==> src/rtl/hilo_div_unit_if.sv <==
// HI/LO unit port bundle: ALU and move writes in, {HI,LO} readback and
// divider status out. Clk/Rst are plain ports on the unit itself.
interface hilo_div_unit_if;
    logic        HiLoEn;
    logic [63:0] HiLoWrite;
    logic        MtHi;
    logic        MtLo;
    logic [31:0] MoveData;
    logic        DivStart;
    logic        DivSigned;
    logic [31:0] DivA;
    logic [31:0] DivB;
    logic [63:0] HiLoRead;
    logic        Busy;
    logic        DivDone;

    modport master (
        output HiLoEn, HiLoWrite, MtHi, MtLo, MoveData,
        output DivStart, DivSigned, DivA, DivB,
        input  HiLoRead, Busy, DivDone
    );

    modport slave (
        input  HiLoEn, HiLoWrite, MtHi, MtLo, MoveData,
        input  DivStart, DivSigned, DivA, DivB,
        output HiLoRead, Busy, DivDone
    );
endinterface

==> src/rtl/hilo_div_unit.sv <==
// HI/LO register pair with ALU/MTHI/MTLO write paths and an optional 32-cycle
// restoring divider, compiled in when the macro HILO_DIV_EN is defined.
module hilo_div_unit (
    input logic            Clk,
    input logic            Rst,
    hilo_div_unit_if.slave bus
);
    logic [31:0] hi;
    logic [31:0] lo;
    logic        idle;
    logic        div_start;
    logic        div_wr;
    logic [31:0] div_hi;
    logic [31:0] div_lo;

`ifdef HILO_DIV_EN
    typedef enum logic [1:0] {IDLE, DIV, FIX} state_t;

    state_t             state;
    logic [4:0]         cnt;
    logic               busy;
    logic               done;
    logic signed [31:0] a_raw;
    logic [31:0]        b_mag;
    logic [31:0]        rem;
    logic [31:0]        quo;
    logic               neg_q;
    logic               neg_r;
    logic               dz;
    logic [32:0]        shifted;
    logic [32:0]        diff;

    function automatic logic [31:0] op_mag(input logic signed [31:0] v, input logic sgn);
        return (sgn && v < 0) ? 32'(-v) : 32'(v);
    endfunction

    function automatic logic [31:0] apply_sign(input logic [31:0] mag, input logic neg);
        logic signed [31:0] s;
        s = signed'(mag);
        return neg ? 32'(-s) : mag;
    endfunction

    assign idle      = (state == IDLE);
    assign div_start = idle && bus.DivStart;
    assign div_wr    = (state == FIX);

    always_ff @(posedge Clk or posedge Rst) begin
        if (Rst) begin
            state <= IDLE;
            cnt   <= '0;
            busy  <= 1'b0;
            done  <= 1'b0;
        end else begin
            done <= 1'b0;
            case (state)
                IDLE: if (bus.DivStart) begin
                    state <= DIV;
                    cnt   <= '0;
                    busy  <= 1'b1;
                end
                DIV: begin
                    cnt <= cnt + 5'd1;
                    if (cnt == 5'd31) state <= FIX;
                end
                FIX: begin
                    state <= IDLE;
                    busy  <= 1'b0;
                    done  <= 1'b1;
                end
                default: state <= IDLE;
            endcase
        end
    end

    // Restoring step: the shifted remainder needs 33 bits, the kept one never exceeds the divisor.
    always_comb begin
        shifted = {rem, quo[31]};
        diff    = shifted - {1'b0, b_mag};
    end

    always_ff @(posedge Clk) begin
        if (div_start) begin
            a_raw <= signed'(bus.DivA);
            b_mag <= op_mag(signed'(bus.DivB), bus.DivSigned);
            quo   <= op_mag(signed'(bus.DivA), bus.DivSigned);
            rem   <= '0;
            neg_q <= bus.DivSigned && (bus.DivA[31] ^ bus.DivB[31]);
            neg_r <= bus.DivSigned && bus.DivA[31];
            dz    <= (bus.DivB == 32'd0);
        end else if (state == DIV) begin
            rem <= diff[32] ? shifted[31:0] : diff[31:0];
            quo <= {quo[30:0], ~diff[32]};
        end
    end

    assign div_lo      = dz ? 32'hFFFF_FFFF : apply_sign(quo, neg_q);
    assign div_hi      = dz ? 32'(a_raw)    : apply_sign(rem, neg_r);
    assign bus.Busy    = busy;
    assign bus.DivDone = done;
`else
    logic unused_div_inputs;

    assign unused_div_inputs = ^{bus.DivStart, bus.DivSigned, bus.DivA, bus.DivB};
    assign idle        = 1'b1;
    assign div_start   = 1'b0;
    assign div_wr      = 1'b0;
    assign div_hi      = '0;
    assign div_lo      = '0;
    assign bus.Busy    = 1'b0;
    assign bus.DivDone = 1'b0;
`endif

    // A starting divide suppresses every other write in its cycle; nothing else writes until IDLE.
    always_ff @(posedge Clk or posedge Rst) begin
        if (Rst) begin
            hi <= '0;
            lo <= '0;
        end else if (div_wr) begin
            hi <= div_hi;
            lo <= div_lo;
        end else if (idle && !div_start) begin
            if (bus.HiLoEn) begin
                hi <= bus.HiLoWrite[63:32];
                lo <= bus.HiLoWrite[31:0];
            end else begin
                if (bus.MtHi) hi <= bus.MoveData;
                if (bus.MtLo) lo <= bus.MoveData;
            end
        end
    end

    assign bus.HiLoRead = {hi, lo};
endmodule

==> src/flat_wrapper.sv <==
// flat-port wrapper written by rule: the top's interface ports become plain ports
module hilo_div_unit_flat 
  (Clk, Rst, bus_HiLoEn, bus_HiLoWrite, bus_MtHi, bus_MtLo, bus_MoveData, bus_DivStart, bus_DivSigned, bus_DivA, bus_DivB, bus_HiLoRead, bus_Busy, bus_DivDone);
  hilo_div_unit_if bus_i ();
  input logic Clk;
  input logic Rst;
  input wire logic [$bits(bus_i.HiLoEn)-1:0] bus_HiLoEn;
  input wire logic [$bits(bus_i.HiLoWrite)-1:0] bus_HiLoWrite;
  input wire logic [$bits(bus_i.MtHi)-1:0] bus_MtHi;
  input wire logic [$bits(bus_i.MtLo)-1:0] bus_MtLo;
  input wire logic [$bits(bus_i.MoveData)-1:0] bus_MoveData;
  input wire logic [$bits(bus_i.DivStart)-1:0] bus_DivStart;
  input wire logic [$bits(bus_i.DivSigned)-1:0] bus_DivSigned;
  input wire logic [$bits(bus_i.DivA)-1:0] bus_DivA;
  input wire logic [$bits(bus_i.DivB)-1:0] bus_DivB;
  output wire logic [$bits(bus_i.HiLoRead)-1:0] bus_HiLoRead;
  output wire logic [$bits(bus_i.Busy)-1:0] bus_Busy;
  output wire logic [$bits(bus_i.DivDone)-1:0] bus_DivDone;
  assign bus_i.HiLoEn = bus_HiLoEn;
  assign bus_i.HiLoWrite = bus_HiLoWrite;
  assign bus_i.MtHi = bus_MtHi;
  assign bus_i.MtLo = bus_MtLo;
  assign bus_i.MoveData = bus_MoveData;
  assign bus_i.DivStart = bus_DivStart;
  assign bus_i.DivSigned = bus_DivSigned;
  assign bus_i.DivA = bus_DivA;
  assign bus_i.DivB = bus_DivB;
  assign bus_HiLoRead = bus_i.HiLoRead;
  assign bus_Busy = bus_i.Busy;
  assign bus_DivDone = bus_i.DivDone;
  hilo_div_unit u_core (.Clk(Clk), .Rst(Rst), .bus(bus_i));
endmodule
==> config.mk <==
export PLATFORM = sky130hd
export DESIGN_NAME = hilo_div_unit_flat
export DESIGN_NICKNAME = d
export VERILOG_FILES = /design/src/rtl/hilo_div_unit_if.sv /design/src/rtl/hilo_div_unit.sv /design/src/flat_wrapper.sv
export SDC_FILE = /design/constraint.sdc
export NUM_CORES = 1
export LEC_CHECK = 0
export CAP_MARGIN = 40
export CORE_UTILIZATION = 34
export DETAILED_ROUTE_END_ITERATION = 8
export GPL_ROUTABILITY_DRIVEN = 0
export GPL_TIMING_DRIVEN = 0
export PLACE_DENSITY = 0.81
export SLEW_MARGIN = 15
export SYNTH_ARGS = -nofsm -noshare
export SYNTH_HDL_FRONTEND = slang
export SYNTH_SLANG_ARGS = --single-unit
==> constraint.sdc <==
create_clock -name Clk -period 2.23 [get_ports Clk]
set_clock_uncertainty 0.2 [all_clocks]
set_input_delay 0.223 -clock Clk [delete_from_list [all_inputs] [get_ports Clk]]
set_output_delay 0.223 -clock Clk [all_outputs]
set_load 0.01 [all_outputs]
==> run metrics <==
status=finished, final reports clean; I/O pin cnt=233; Hold WS=0.0392 ns; Power, Total=roughly 3 mW; peak supply drop=263 uV; CTS hold repair buffers=0; total of max-cap violations=0; Slew Limit Fails=0; GRT Total Usage=approximately a fifth; cell family with most CP delay=buffers and inverters; crit path max fanout=2; Setup TNS Final=0 ns; drt drc=0; most frequent cells in the layout=clkdlybuf4s50_1, mux2i_1, nand2_1, dfrtp_1, o21ai_1; CP cell instances=clkdlybuf4s50_1; diodes inserted=0; Gate power share=between 20% and 30%; clock buffer count from CTS=9; row cnt=34; sequential share of power=between 40 and 50%; Post-CTS Setup Bufs=0; final wirelength=8610 um; reg2reg start=u_core.lo[11]; drt via density=4.72; P_sw=779 uW; Hold WC Path Type=in -> reg; 1st-iter DRT viols=around 100; IO buf count=161; Net Sw Frac=25.2%; Vias=2,688; Req. time, crit path=1.81 ns; Distinct cells, synth=11; Routed met3 length=around 590 um; Yosys warnings=0; H-Tree Depth=3; Worst Path Buf+Inv=1; Pleak=2.26 nW; NumNets Final=623; commonest non-fill, non-tap cell in the layout=clkdlybuf4s50_1; global-route wire length before repair=13,000 um; Crit-path slowest cell=clkdlybuf4s50_1; P&R area growth vs syn=65.2%; RSZ-0062 raised after global routing=no; initial antenna violation count=0; layout cells sized above 1=8.68%; fmax=0.600 GHz; wl on met1=3800 um; Die Wd=approximately 97 um; Root Driver=clkbuf_8; Setup violations, final=0; clock group share of total power=between 30% and 40%; clock buffer depth=2; Crit. Startpoint=u_core.hi[12]; Die Y=96.5 um; die area=between 9000 and 10,000 um2; post-synthesis register bit count=64; Worst-path clk slew=0.07 ns; router iterations before antenna repair=4; met2 wire length=4160 um; final hold viol count=0; Initial Util=35.0%; Worst-Skew Late Latency=0.33 ns; largest net degree at the start of global routing=between 60 and 70; final worst path period need=1.67 ns; crit path capture type=primary output; worst hold start=bus_HiLoEn; CP arrival=about 1.2 ns; total gr overflow=0; kind of critical path=reg -> out; sequential area share after synthesis=52.7%; Post-DRT Antenna Nets=0; area of the core=8680 um2; Routed WL per cell=approximately 15 um; post-CTS sizing=0; vias in the first global route=between 2,000 and 3,000; CTS tree=yes; HPWL after DPL=6490 um; clk sinks=64; Int Pwr=2.31 mW; power per cell area=between 600 and 700 nW/um2; Post-Syn Instances=282; Cell Area, Synth=3040 um2; Top Metal Used=met4; period utilization=74.7%; Setup crit start kind=flop; Syn Area/Cell=10.8 um2; CP max stage delay=~0.55 ns
[Yosys cell counts]
cell	n	share of area [%]
o21ai_1	60	9.9
dfrtp_1	64	53
nand2_1	64	7.9
mux2i_1	64	21
buf_6	2	0.74
buf_4	2	0.49
o21ai_0	4	0.66
buf_12	6	4.0
buf_2	14	2.3
inv_1	1	0.12
conb_1	1	0.12
[logic make-up after synthesis]
family          share of synthesized area (%)
buf+inv                                  7.62
compound gates                           10.5
mux                                      21.1
other cells                             0.123
flops                                    52.7
simple gates                             7.91
[registers in the layout, indices dropped and copies added (netlist names)]
name       flops
u_core.hi     32
u_core.lo     32
[power by group through the flow]
stage          Sequential, mW  Clock, mW  Combinational (mW)
6_report                 1.33      0.989               0.772
3_5_place_dp             1.35          0               0.781
2_1_floorplan            1.40          0               0.257
3_3_place_gp             1.35          0               0.763
4_1_cts                  1.33       1.02               0.783
5_1_grt                  1.34       1.08               0.836
[path summary, 6_finish.rpt]
| kind | slack (ns) | cells past startpoint | end |
|---|---|---|---|
| setup reg to reg | 1.29 | 2 | u_core.lo[11] |
| hold / removal | 0.04 | 2 | u_core.hi[22] |
| min in group asynchronous | 0.13 | 3 | u_core.hi[10] |
| setup / recovery | 0.56 | 1 | bus_HiLoRead[44] |
| max in group asynchronous | 1.44 | 3 | u_core.lo[23] |
| hold reg to reg | 0.35 | 2 | u_core.hi[2] |
[area by class of cell]
type | instances | area [um2]
clock inverters | 3 | 40.0
flip-flops and latches | 64 | 1600
clock buffers | 13 | 159
multi-input cells | 194 | 1210
inverters | 1 | 6.26
fillers | 769 | 3660
well taps | 108 | 135
repair buffers | 162 | 1640
plain buffers | 24 | 228
[per-stage QoR]
| stage | worst slack [ns] | cells | instance area, um2 | util, % |
|---|---|---|---|---|
| 2_1_floorplan | 0.209 | 283 | 3040 | - |
| 3_3_place_gp | -0.851 | 552 | 4790 | 55.2 |
| 3_5_place_dp | 0.914 | 553 | 4820 | 55.5 |
| 4_1_cts | 0.539 | 569 | 5020 | 57.8 |
| 5_1_grt | 0.496 | 569 | 5020 | 57.8 |
| 6_report | 0.564 | 569 | 5020 | 57.8 |
[per-layer routing]
metal  vias to the layer above  global-route usage (%)
met1                      1271                    23.4
met5                         -                       0
met2                       104                    30.9
met3                         8                    5.87
li1                       1305                       -
met4                         0                    6.00
(Power assumes the default switching activity.)
